`src/rtl/pc_seq.sv`:
```
// rtl/pc_seq.sv - program-counter sequencer with branch/jump targets and a return-address stack.
// The stack is circular: a push onto a full stack overwrites the oldest entry and flags ras_err.
module pc_seq #(
   parameter int WIDTH     = 32,
   parameter int IMM_W     = 16,
   parameter int RAS_DEPTH = 4,
   parameter logic [WIDTH-1:0] RESET_PC = WIDTH'(32'h0040_0000)
) (
   input  logic             clk,
   input  logic             reset,
   input  logic             stall,
   input  logic [1:0]       nPC_sel,
   input  logic             taken,
   input  logic             call,
   input  logic [IMM_W-1:0] imm,
   input  logic [25:0]      jidx,
   output logic [WIDTH-1:0] pc,
   output logic [WIDTH-1:0] pc_plus4,
   output logic             ras_empty,
   output logic             ras_full,
   output logic             ras_err
);

   localparam int PTR_W = (RAS_DEPTH > 1) ? $clog2(RAS_DEPTH) : 1;
   localparam int CNT_W = $clog2(RAS_DEPTH + 1);

   typedef enum logic [1:0] {
      SEL_SEQ    = 2'b00,
      SEL_BRANCH = 2'b01,
      SEL_JUMP   = 2'b10,
      SEL_RETURN = 2'b11
   } sel_e;

   logic [WIDTH-1:0] pc_q, pc_d;
   logic [CNT_W-1:0] cnt_q, cnt_d;
   logic [PTR_W-1:0] sp_q, sp_d;
   logic             err_q, err_d;
   logic [WIDTH-1:0] ras_q [RAS_DEPTH];
   logic [WIDTH-1:0] ras_d [RAS_DEPTH];

   sel_e             sel;
   logic [WIDTH-1:0] br_tgt;
   logic [WIDTH-1:0] jmp_tgt;
   logic [PTR_W-1:0] sp_dec;
   logic             empty;
   logic             full;

   assign sel      = sel_e'(nPC_sel);
   assign pc_plus4 = pc_q + WIDTH'(4);
   assign br_tgt   = pc_plus4 + {{(WIDTH-IMM_W-2){imm[IMM_W-1]}}, imm, 2'b00};
   assign sp_dec   = sp_q - PTR_W'(1);
   assign empty    = (cnt_q == '0);
   assign full     = (cnt_q == CNT_W'(RAS_DEPTH));

   // With exactly 28 bits there are no upper region bits to carry over from pc_plus4.
   generate
      if (WIDTH > 28) begin : g_jmp_hi
         assign jmp_tgt = {pc_plus4[WIDTH-1:28], jidx, 2'b00};
      end else begin : g_jmp_lo
         assign jmp_tgt = {jidx, 2'b00};
      end
   endgenerate

   always_comb begin
      pc_d  = pc_q;
      cnt_d = cnt_q;
      sp_d  = sp_q;
      err_d = err_q;
      ras_d = ras_q;
      if (!stall) begin
         case (sel)
            SEL_SEQ: pc_d = pc_plus4;
            SEL_BRANCH: pc_d = taken ? br_tgt : pc_plus4;
            SEL_JUMP: begin
               pc_d = jmp_tgt;
               if (call) begin
                  // sp_q always names the slot after the top, which is the oldest entry when full.
                  ras_d[sp_q] = pc_plus4;
                  sp_d        = sp_q + PTR_W'(1);
                  if (full) err_d = 1'b1;
                  else      cnt_d = cnt_q + CNT_W'(1);
               end
            end
            SEL_RETURN: begin
               if (empty) begin
                  pc_d  = pc_plus4;
                  err_d = 1'b1;
               end else begin
                  pc_d  = ras_q[sp_dec];
                  sp_d  = sp_dec;
                  cnt_d = cnt_q - CNT_W'(1);
               end
            end
            default: pc_d = pc_plus4;
         endcase
      end
   end

   always_ff @(posedge clk) begin
      if (reset) begin
         pc_q  <= RESET_PC;
         cnt_q <= '0;
         sp_q  <= '0;
         err_q <= 1'b0;
      end else begin
         pc_q  <= pc_d;
         cnt_q <= cnt_d;
         sp_q  <= sp_d;
         err_q <= err_d;
         ras_q <= ras_d;
      end
   end

   assign pc        = pc_q;
   assign ras_empty = empty;
   assign ras_full  = full;
   assign ras_err   = err_q;

endmodule

```
`config.mk`:
```
export PLATFORM = sky130hd
export DESIGN_NAME = pc_seq
export DESIGN_NICKNAME = d
export VERILOG_FILES = /design/src/rtl/pc_seq.sv
export SDC_FILE = /design/constraint.sdc
export NUM_CORES = 1
export LEC_CHECK = 0
export ABC_AREA = 1
export BUFFER_PORTS_ARGS = -buffer_cell sky130_fd_sc_hd__buf_4
export CAP_MARGIN = 20
export CORE_MARGIN = 1.5
export CORE_UTILIZATION = 33
export CTS_BUF_LIST = sky130_fd_sc_hd__clkbuf_4
export DETAILED_ROUTE_END_ITERATION = 7
export GPL_ROUTABILITY_DRIVEN = 0
export GPL_TIMING_DRIVEN = 0
export SLEW_MARGIN = 20
export SYNTH_ARGS = -nofsm -noshare
export SYNTH_HDL_FRONTEND = slang
export SYNTH_SLANG_ARGS = --single-unit
```
`constraint.sdc`:
```
create_clock -name clk -period 7.45 [get_ports clk]
set_input_delay 0.3725 -clock clk [delete_from_list [all_inputs] [get_ports clk]]
set_output_delay 0.3725 -clock clk [all_outputs]
set_load 0.005 [all_outputs]
```
After elaboration in Yosys (flattened, before gate mapping)
Index checks and enable logic that the tools add are counted.
Widths: inputs -> output; s select.

storage, ports and cells
  flip-flop bits (word level) = 166
  input port bits = 49
  output and inout port bits = 67
  word-level logic and storage cells = 58

cells by class
  add/subtract/negate cells = 6
  order comparisons = 3
  equality and inequality tests = 9
  muxes and demuxes = 20
  bitwise logic cells = 4
  reduce and logical (&&, ||, !) cells = 8

operators by type and width
  cell                   count
  $mux 32                5
  $bwmux 128             1
  $pmux 32 s4            1
  $bmux 32 s2            1
  $demux 32 s2           1
  $add 32x3->32 const B  1
  $add 32x32->32         1
  $ne 2x2->1 const B     5
  $reduce_and 5->1       2
  $mux 3                 3
  $reduce_and 4->1       2
  $ge 3x3->1 const B     2
  $not 2->3              2
  $pmux 3 s2             1
  $eq 2x2->1 const B     2
  $mux 2                 2
  $pmux 2 s2             1
  $add 3x1->3 const B    1
  $eq 3x3->1 const B     1
  $logic_not 3->1        1
  $lt 3x1->1 const B     1
  $mux 1                 3
  $sub 3x1->3 const B    1
  $add 2x1->2 const B    1
  7 further kinds        8

Depth between registers and ports, before layout
Gate-level depths: netlist (run 1).

  depth after elaboration = 7
  depth in mapped cells = 26
  mapped depth without buffers = 26

Least setup slack after synthesis (run 1)
Ideal clock, no wire load.

  path kind = input-to-reg
  start point = input port nPC_sel[0]
  end point = register ras_q[0] (netlist name) (enable)
  library setup time = 0.421 ns
  arrival time = 2.619 ns
  required time = 7.029 ns
  slack = 4.409 ns
  stages = 5
  path buffers = 2
  cells stage by stage = buf_2 > nor2_1 > buf_2 > nand4_1 > nor2_1

between the ends
  longest elaborated chain between the ends = 2

ends and longest elaborated chain
  element                     RTL line  RTL
  start: declaration          12        input logic [1:0] nPC_sel,
  $eq 2x2->1                  71        case (sel)
  $reduce_and 4->1 (no line)  -
  end signal: assignment      110       ras_q <= ras_d;
  end: declaration            38        logic [WIDTH-1:0] ras_q [RAS_DEPTH];

Every way passes these cells.
A chain may end at the register's enable or synchronous reset.

Worst setup path in the final report (run 1)
  start point = register pc_q[2] (netlist: pc[2])
  end point = register pc_q[31] (netlist: pc[31])

between the ends
  longest elaborated chain between the ends = 4
  elaborated cells between the ends (all ways) = 5
  those cells by class = 2 x add/sub; 3 x mux

ends and longest elaborated chain
  element                   RTL line  RTL
  start: declaration        34        logic [WIDTH-1:0] pc_q, pc_d;
  start signal: assignment  106       pc_q <= pc_d;
  $add 32x3->32 (*)         49        assign pc_plus4 = pc_q + WIDTH'(4);
  $add 32x32->32            50        assign br_tgt = pc_plus4 + {{(WIDTH-IMM_W-2){imm[IMM_W-1]}}, imm, 2'b00};
  $mux 32                   73        SEL_BRANCH: pc_d = taken ? br_tgt : pc_plus4;
  $pmux 32 s4 (*)           71

Every way passes the cells marked *; elsewhere a longest branch is shown, timed or not.

==> run summary, run 1 <==
The worst setup path is captured at a flip-flop. Setup total negative slack on the finished layout was measured at 0 ps. The worst endpoint data arrival time came out at 4810 ps. The area share of fa/ha/maj cells after synthesis came out at 5.31%.

From bottom edge to top edge, the die measures 177 µm. In this run the static leakage power is 5.04 nW. The final routed wirelength across all metal layers is 35800 µm. The number of top-level design ports came out at 116. The insertion delay of the later-clocked pin in the worst-skew pair is 600 ps. The number of antenna violations at the first check in global routing came out at 1.

The floorplan step defined a die boundary enclosing 31200 µm². For flop-to-flop paths, the worst setup slack is 3100 ps. The synthesized netlist cell count is 1264. The die width is 177 µm.

After detailed routing, the average wire length per cell comes to 19.8 µm. Hold is met by 72.7 ps. The number of design-rule violations left by the first detailed-router iteration came out at 1039. The critical path launch point type is a flip-flop. The count of clock tree sinks is 166. The worst setup path is of the flip-flop to flip-flop kind.

After global routing the overflow that remains totals 0. The minimum setup slack after placement is 3290 ps. The flow ran to the end, and the final reports show no timing, DRC or antenna violations.

The synthesized-area fraction occupied by and/or/nand/nor cells came out at 27.5%. The unique cell type count in the Yosys netlist came out at 48. The total number of placement rows is 63. The critical path's top delay family is simple AND/OR/NAND/NOR gates. The maximum resistive drop on vdd is 0.0000804 V. Of all flip-flops after synthesis, the portion carrying an async set or reset was 0%.

The cell chosen for the clock root is sky130_fd_sc_hd__clkbuf_4. The worst register-to-register path ends at pc[31]$_SDFFE_PP0N_. The residual DRC count came out at 0. Once the floorplan was initialized, standard cells occupied 33.5% of the core. The core outline area is 29600 µm². Of the synthesized area, sequential elements account for 46.3%. The CTS buffer count is 17. At the end of the flow the core is filled with cells to 39.5%.

The number of maximum-capacitance violations came out at 0. Yosys mapped a number of flops with a built-in enable equal to 128. The number of buffers inserted by hold repair at cts is 0. The cell area that synthesis handed to floorplanning was 9940 µm².

The most numerous cell on the critical path is sky130_fd_sc_hd__nand2_1. In the synthesized netlist the dominant register cell turns out to be sky130_fd_sc_hd__edfxtp_1. The HPWL after detailed placement is 27700 µm. On the critical path, the stage with the largest delay is an instance of sky130_fd_sc_hd__xnor2_1. The worst path required time is 7910 ps. The number of buffer and inverter instances along the worst setup path came out at 1. The post-CTS repair timing setup buffer count came out at 0. The critical register-to-register path startpoint is pc[2]$_SDFFE_PP0N_. The worst hold path was traced through 4 stages. The transition time at the pin with the least slew margin is 957 ps. The net count of the finished layout came out at 1490. Setup repair after global routing left no endpoint under its margin. The final count of pins violating max slew came out at 0. The most common library cell in the layout ignoring fill and taps is sky130_fd_sc_hd__nand2_1. On the worst path, the slowest cell contributes a delay of 730 ps. The tightest min-delay check is of the input pin to flip-flop type. The headroom to the max-slew limit is 36.2%.

For hold timing, the worst endpoint is pc[14]$_SDFFE_PP0N_. The clock transition at the register clock pins on the worst setup and hold paths after CTS came out at 140 ps. The maximum clock insertion buffer count is 2.

The aggregate global-route resource usage is 23.1%. The residual antenna-violating net count after detailed routing came out at 0. The wire length of the first global-routing pass came out at 53200 µm. The layout cell share with drive strength beyond 1 is 14.2%. The power per standard cell area is 180 nW/µm². The CTS tree is built.

The setup clock skew after layout is 32.1 ps. The final setup slack of the worst path came out at 3100 ps. In the layout the commonest cells are sky130_fd_sc_hd__nand2_1, sky130_fd_sc_hd__inv_1, sky130_fd_sc_hd__edfxtp_1, sky130_fd_sc_hd__buf_4, sky130_fd_sc_hd__nor2_1.

The via density per instance is 5.22. The number of nets in the synthesized netlist is 1354. The via count of the first global-routing pass came to 8657. The final clock period utilization by the worst path came out at 58.4%. Based on the critical path, the design can be clocked at up to 230 MHz. The via count is 9418. Along the worst path, the maximum fanout reaches 8.

The compound-gate portion of the synthesized area came out at 11.7%. The startpoint identified for the worst hold timing path is reset. Measured against the total synthesized area, the mux share comes to 0%. By area, the combinational part of the netlist is dominated by simple AND/OR/NAND/NOR gates. Walking the worst path, the cells encountered are ha_1, nand2_1, nor2_1, nand4_1, nor2_1, nand4_1, xnor2_1, ha_1, nand2_1, inv_1, a21oi_1, nand2_1, nand2_1, nand2_1, a21oi_1, nand2_1, nand3_1, nand2_1, nand2_1, a21oi_2. Dividing the synthesized area by the synthesized cell count gives 7.87 µm². The final-report hold violation count came out at 0. The count of input and output buffers is 113. The count of state elements after synthesis came out at 166. The layout overhead on the synthesized area is 17.7%.

The shortest clock period the worst path allows after layout came out at 4350 ps. The count of warnings emitted by yosys is 0. The CTS H-tree depth is 4.

The maximum number of pins on one net before global-route repair is 22. The number of iterations in the first detailed-routing pass came out at 7. The number of failing setup endpoints in the final timing report is 0. The number of cell instances on the worst register-to-register path came out at 20. The area share of xor/xnor cells in the synthesized design is 1.23%. The total of cells resized after clock tree synthesis is 0.
[cell usage after synthesis (all sizes together), types with 3 or more instances]
cell type / instances / area [µm²]
o21bai: 3 / 22.5
inv: 159 / 597
o211ai: 6 / 45.0
nand2: 354 / 1350
nand4: 19 / 119
nand3b: 10 / 75.1
clkbuf: 16 / 61.3
o22ai: 8 / 50.1
nor2: 118 / 463
a41oi: 3 / 26.3
edfxtp: 128 / 3840
a21oi: 86 / 434
o21ai: 75 / 383
dfxtp: 38 / 761
a32o: 8 / 80.1
nand3: 102 / 515
buf: 26 / 133
a221o: 5 / 50.1
ha: 39 / 488
nor3: 25 / 140
a21o: 3 / 22.5
xor2: 5 / 43.8
or2: 6 / 37.5
xnor2: 9 / 78.8
[cell type report]
| type | instances | area (µm²) |
|---|---|---|
| buffer | 42 | 194 |
| fill | 3110 | 17900 |
| tap | 390 | 488 |
| sequential | 166 | 4600 |
| clock inverter | 13 | 143 |
| clock buffer | 19 | 143 |
| inverter | 159 | 597 |
| antenna | 1 | 2.50 |
| multi-input combinational | 897 | 4580 |
| timing repair buffer | 117 | 958 |
[cell families after synthesis]
logic type	count (synthesis)
compound gates	204
flops	166
simple gates	638
buf+inv	201
xor+xnor	14
fa+ha+maj	41
[where the power goes]
part	internal [mW]	leakage (nW)	switching (mW)
Clock	0.211	0.151	0.349
Sequential	1.02	1.49	0.0313
Combinational	0.172	3.40	0.329
Total	1.40	5.04	0.709
[flip-flops by register name, summed over array words and instances (netlist names)]
signal	cells
cnt_q	3
pc	32
ras_err	1
ras_q	128
sp_q	2
[worst min-delay path, delay by kind of cell]
| family | cells | cell delay, ps |
|---|---|---|
| AOI/OAI and AO/OA | 2 | 110 |
| buffers and inverters | 2 | 150 |
[metrics by stage]
stage / total power, mW / instances / instance area, µm²
2_1_floorplan: 1.35 / 1264 / 9940
3_3_place_gp: 1.56 / 1767 / 11300
3_5_place_dp: 1.56 / 1771 / 11400
4_1_cts: 2.11 / 1803 / 11700
5_1_grt: 2.20 / 1804 / 11700
6_report: 2.11 / 1804 / 11700
[routing by layer]
layer  wire length, µm  GRT usage, %  vias up
li1                  -             -     4514
met1             15800          31.6     4447
met2             16300          37.1      406
met3              2660          3.53       51
met4               984          7.84        0
met5                 0             0        -
[worst max path at each step]
stage                            start                  end  slack [ps]  cells past startpoint
floorplan                   nPC_sel[0]   ras_q[0]$_DFFE_PP_        4410                      5
global placement            nPC_sel[0]  ras_q[28]$_DFFE_PP_        2470                      5
detailed placement  pc[2]$_SDFFE_PP0N_  pc[31]$_SDFFE_PP0N_        3290                     20
CTS                 pc[2]$_SDFFE_PP0N_  pc[31]$_SDFFE_PP0N_        3250                     20
global route        pc[2]$_SDFFE_PP0N_  pc[17]$_SDFFE_PP0N_        2800                     19
finish              pc[2]$_SDFFE_PP0N_  pc[31]$_SDFFE_PP0N_        3100                     20
Power figures use the tool's default switching activity.
==> run 2, diff against run 1 <==
- clock period: 7.45 -> 3.6 ns (I/O delays scaled with it)
==> run 2 against run 1 <==
Effect of this change:
- setup slack worse by 3000 ps
- first-iteration DRC count fell by 12%
- highest routed layer unchanged
- critical path depth fell by 6
- total power rose by 110%
==> run summary, run 2 (synthesized netlist as in run 1, its figures left out) <==
Counting flops per register, the top entry is ras_q. TritonCTS built the clock tree. The residual antenna-violating net count after detailed routing came out at 0 (unchanged). The via count is 9576 (+1.7%). The final clock period utilization by the worst path is 97.1% (+39 points). Clock tree synthesis selected as its root buffer the cell sky130_fd_sc_hd__clkbuf_4.

The wire length of the first global-routing pass came out at 53600 µm (+0.82%). The maximum resistive drop on vdd is 0.000169 V (+110%). The shortest clock period the worst path allows after layout is 3500 ps (-855 ps). The initial standard-cell utilization of the core came to 33.5% (unchanged). The average wire per cell in the routed design came out at 19.7 µm (-0.39%).

The number of placed instances with taps included was 1771 (unchanged). Traced cell by cell, the critical path runs through inv_1, nor2_2, nand3_1, xor2_1, inv_2, ha_1, a21oi_1, o21ai_0, a21oi_1, nand2_1, o21ai_0, nand3_1, o21ai_0, inv_1. The minimum setup slack after placement was -563 ps (-3850 ps). The transition time at the pin with the least slew margin came to 913 ps (-44.3 ps). The layout cell share with drive strength beyond 1 is 18.5% (+4.3 points).

The total number of placement rows came out at 63 (unchanged). The placed wire-length estimate after detailed placement came out at 27700 µm (unchanged). Leaving out fill and tap cells, the most frequent cell in the layout is sky130_fd_sc_hd__nand2_1. The CTS H-tree depth is 4 (unchanged). The count of input and output buffers is 113 (unchanged). The core outline area is 29600 µm² (unchanged). The library cells used most frequently in the layout, excluding fill and tap cells, are sky130_fd_sc_hd__nand2_1, sky130_fd_sc_hd__inv_1, sky130_fd_sc_hd__edfxtp_1, sky130_fd_sc_hd__buf_4, sky130_fd_sc_hd__nand3_1. The number of top-level design ports came out at 116 (unchanged). The number of fill cells in the layout is 3070 (-1.3%). The worst path required time came out at 4090 ps (-3820 ps).

The worst setup path is of the flip-flop to flip-flop kind. The die width came out at 177 µm (unchanged). The number of failing setup endpoints in the final timing report is 0 (unchanged). The final-report hold violation count was 0 (unchanged). The maximum clock insertion buffer count came to 2 (unchanged). From synthesis to final layout, the design area changed by 22.4%. The clock transition at the register clock pins on the worst setup and hold paths after CTS came to 150 ps (about the same).

The timing-limited maximum frequency is 286 MHz (+24%). The number of iterations in the first detailed-routing pass is 8 (+1). The worst setup path is captured at a flip-flop. The die height came out at 177 µm (unchanged). The maximum number of pins on one net before global-route repair is 22 (unchanged).

The number of design-rule violations left by the first detailed-router iteration was 917 (-12%). The largest individual stage delay along the critical path comes from the cell sky130_fd_sc_hd__dfxtp_4. The via count of the first global-routing pass came to 8750 (+1.1%).

The aggregate global-route resource usage is 23.3% (+0.18 points). The CTS buffer count came out at 17 (unchanged). The power per standard cell area came out at 364 nW/µm² (+100%). The via density per instance came out at 5.24 (+0.40%).

The highest fanout seen on the critical path came to 10 (+2). The overall overflow remaining after global route came out at 0 (unchanged). The residual DRC count came out at 0 (unchanged).

The worst endpoint data arrival time is 3980 ps (-830 ps). The post-layout instance count excluding filler cells is 1827 (+1.3%). The static leakage is 5.14 nW (+2.1%).

The count of clock tree sinks was 166 (unchanged). The final routed wirelength across all metal layers came out at 36100 µm (+0.88%). The area of the die came to 31200 µm² (unchanged). The final cell utilization of the core came out at 41.1% (+1.6 points). The net count of the finished layout is 1513 (+1.5%).

The insertion delay of the later-clocked pin in the worst-skew pair came to 600 ps (about the same). The worst stage delay on the critical path is 430 ps (-300 ps). The critical path launch point type is a flip-flop. Counting stages on the worst path, the most repeated cell is sky130_fd_sc_hd__o21ai_0. The path class of the lowest-slack min-delay path is input pin to flip-flop. The run finished with clean final reports. The number of flip-flops in the largest register is 128 (unchanged). The headroom to the max-slew limit is 39.1% (+3.0 points). The number of antenna violations at the first check in global routing was 1 (unchanged). The setup clock skew after layout came out at 33.7 ps (+1.59 ps). The number of maximum-capacitance violations is 0 (unchanged). The final setup slack of the worst path came out at 105 ps (-3000 ps). Setup repair after global routing could not meet its margin everywhere.

The final count of pins violating max slew came out at 0 (unchanged).
==> run 2: worst max-delay path: cells and delay by family, from the launching register on <==
kind | cells | cell delay [ps]
AOI/OAI and AO/OA | 5 | 1100
xor gates and xnor gates | 1 | 260
adders and majority gates | 1 | 360
buffers and inverters | 3 | 400
DFF | 1 | 430
and+or+nand+nor | 4 | 830
==> run 2: through the flow <==
step,instance area [µm²],total power [mW],TNS (ps),hold WS (ps)
2_1_floorplan,9940,2.80,0,336
3_3_place_gp,11300,3.22,-147520,478
3_5_place_dp,11400,3.23,-6310,478
4_1_cts,11900,4.39,0,2.34
5_1_grt,12200,4.62,-182,4.22
6_report,12200,4.43,0,35.6
==> run 2: power by group <==
part | total, mW | switching [mW] | leakage (nW) | internal [mW]
sequential | 2.18 | 0.0680 | 1.49 | 2.11
clock | 1.16 | 0.726 | 0.151 | 0.436
combinational | 1.09 | 0.697 | 3.50 | 0.391
total | 4.43 | 1.49 | 5.14 | 2.94
==> run 2: area by class of cell <==
cell class                 instances  area [µm²]  share of cell area, %
tap                              390         488                   4.01
buffer                            42         194                   1.59
inverter                         159         608                   5.00
clock buffer                      19         143                   1.17
timing repair buffer             140        1170                   9.58
clock inverter                    13         143                   1.17
multi-input combinational        897        4800                   39.4
sequential                       166        4630                   38.1
antenna                            1        2.50                 0.0206
==> run 2: path summary, 6_finish.rpt <==
path	depth (start not counted)	endpoint	start	slack, ps
setup / recovery	14	pc[18]$_SDFFE_PP0N_	pc[2]$_SDFFE_PP0N_	100
hold / removal	5	pc[8]$_SDFFE_PP0N_	jidx[6]	40
setup reg to reg	14	pc[18]$_SDFFE_PP0N_	pc[2]$_SDFFE_PP0N_	100
hold reg to reg	2	ras_err$_SDFFE_PP0P_	ras_err$_SDFFE_PP0P_	490
==> run 2: layer usage <==
layer	routed length [µm]	part of all wire (%)	global-route usage, %	up-vias
met2	16500	46	37.5	439
met3	2870	8.0	3.92	70
met1	15600	43	31.5	4513
met4	1170	3.2	7.91	0
li1	-	-	-	4554
met5	0	0	0	-
==> run 2: timing repair <==
item,in CTS,in global routing
hold buffers,13,1
gates resized for setup,19,51
setup endpoints to repair,21,20
setup buffers,2,7
hold endpoints to repair,11,1
pin swaps,1,5
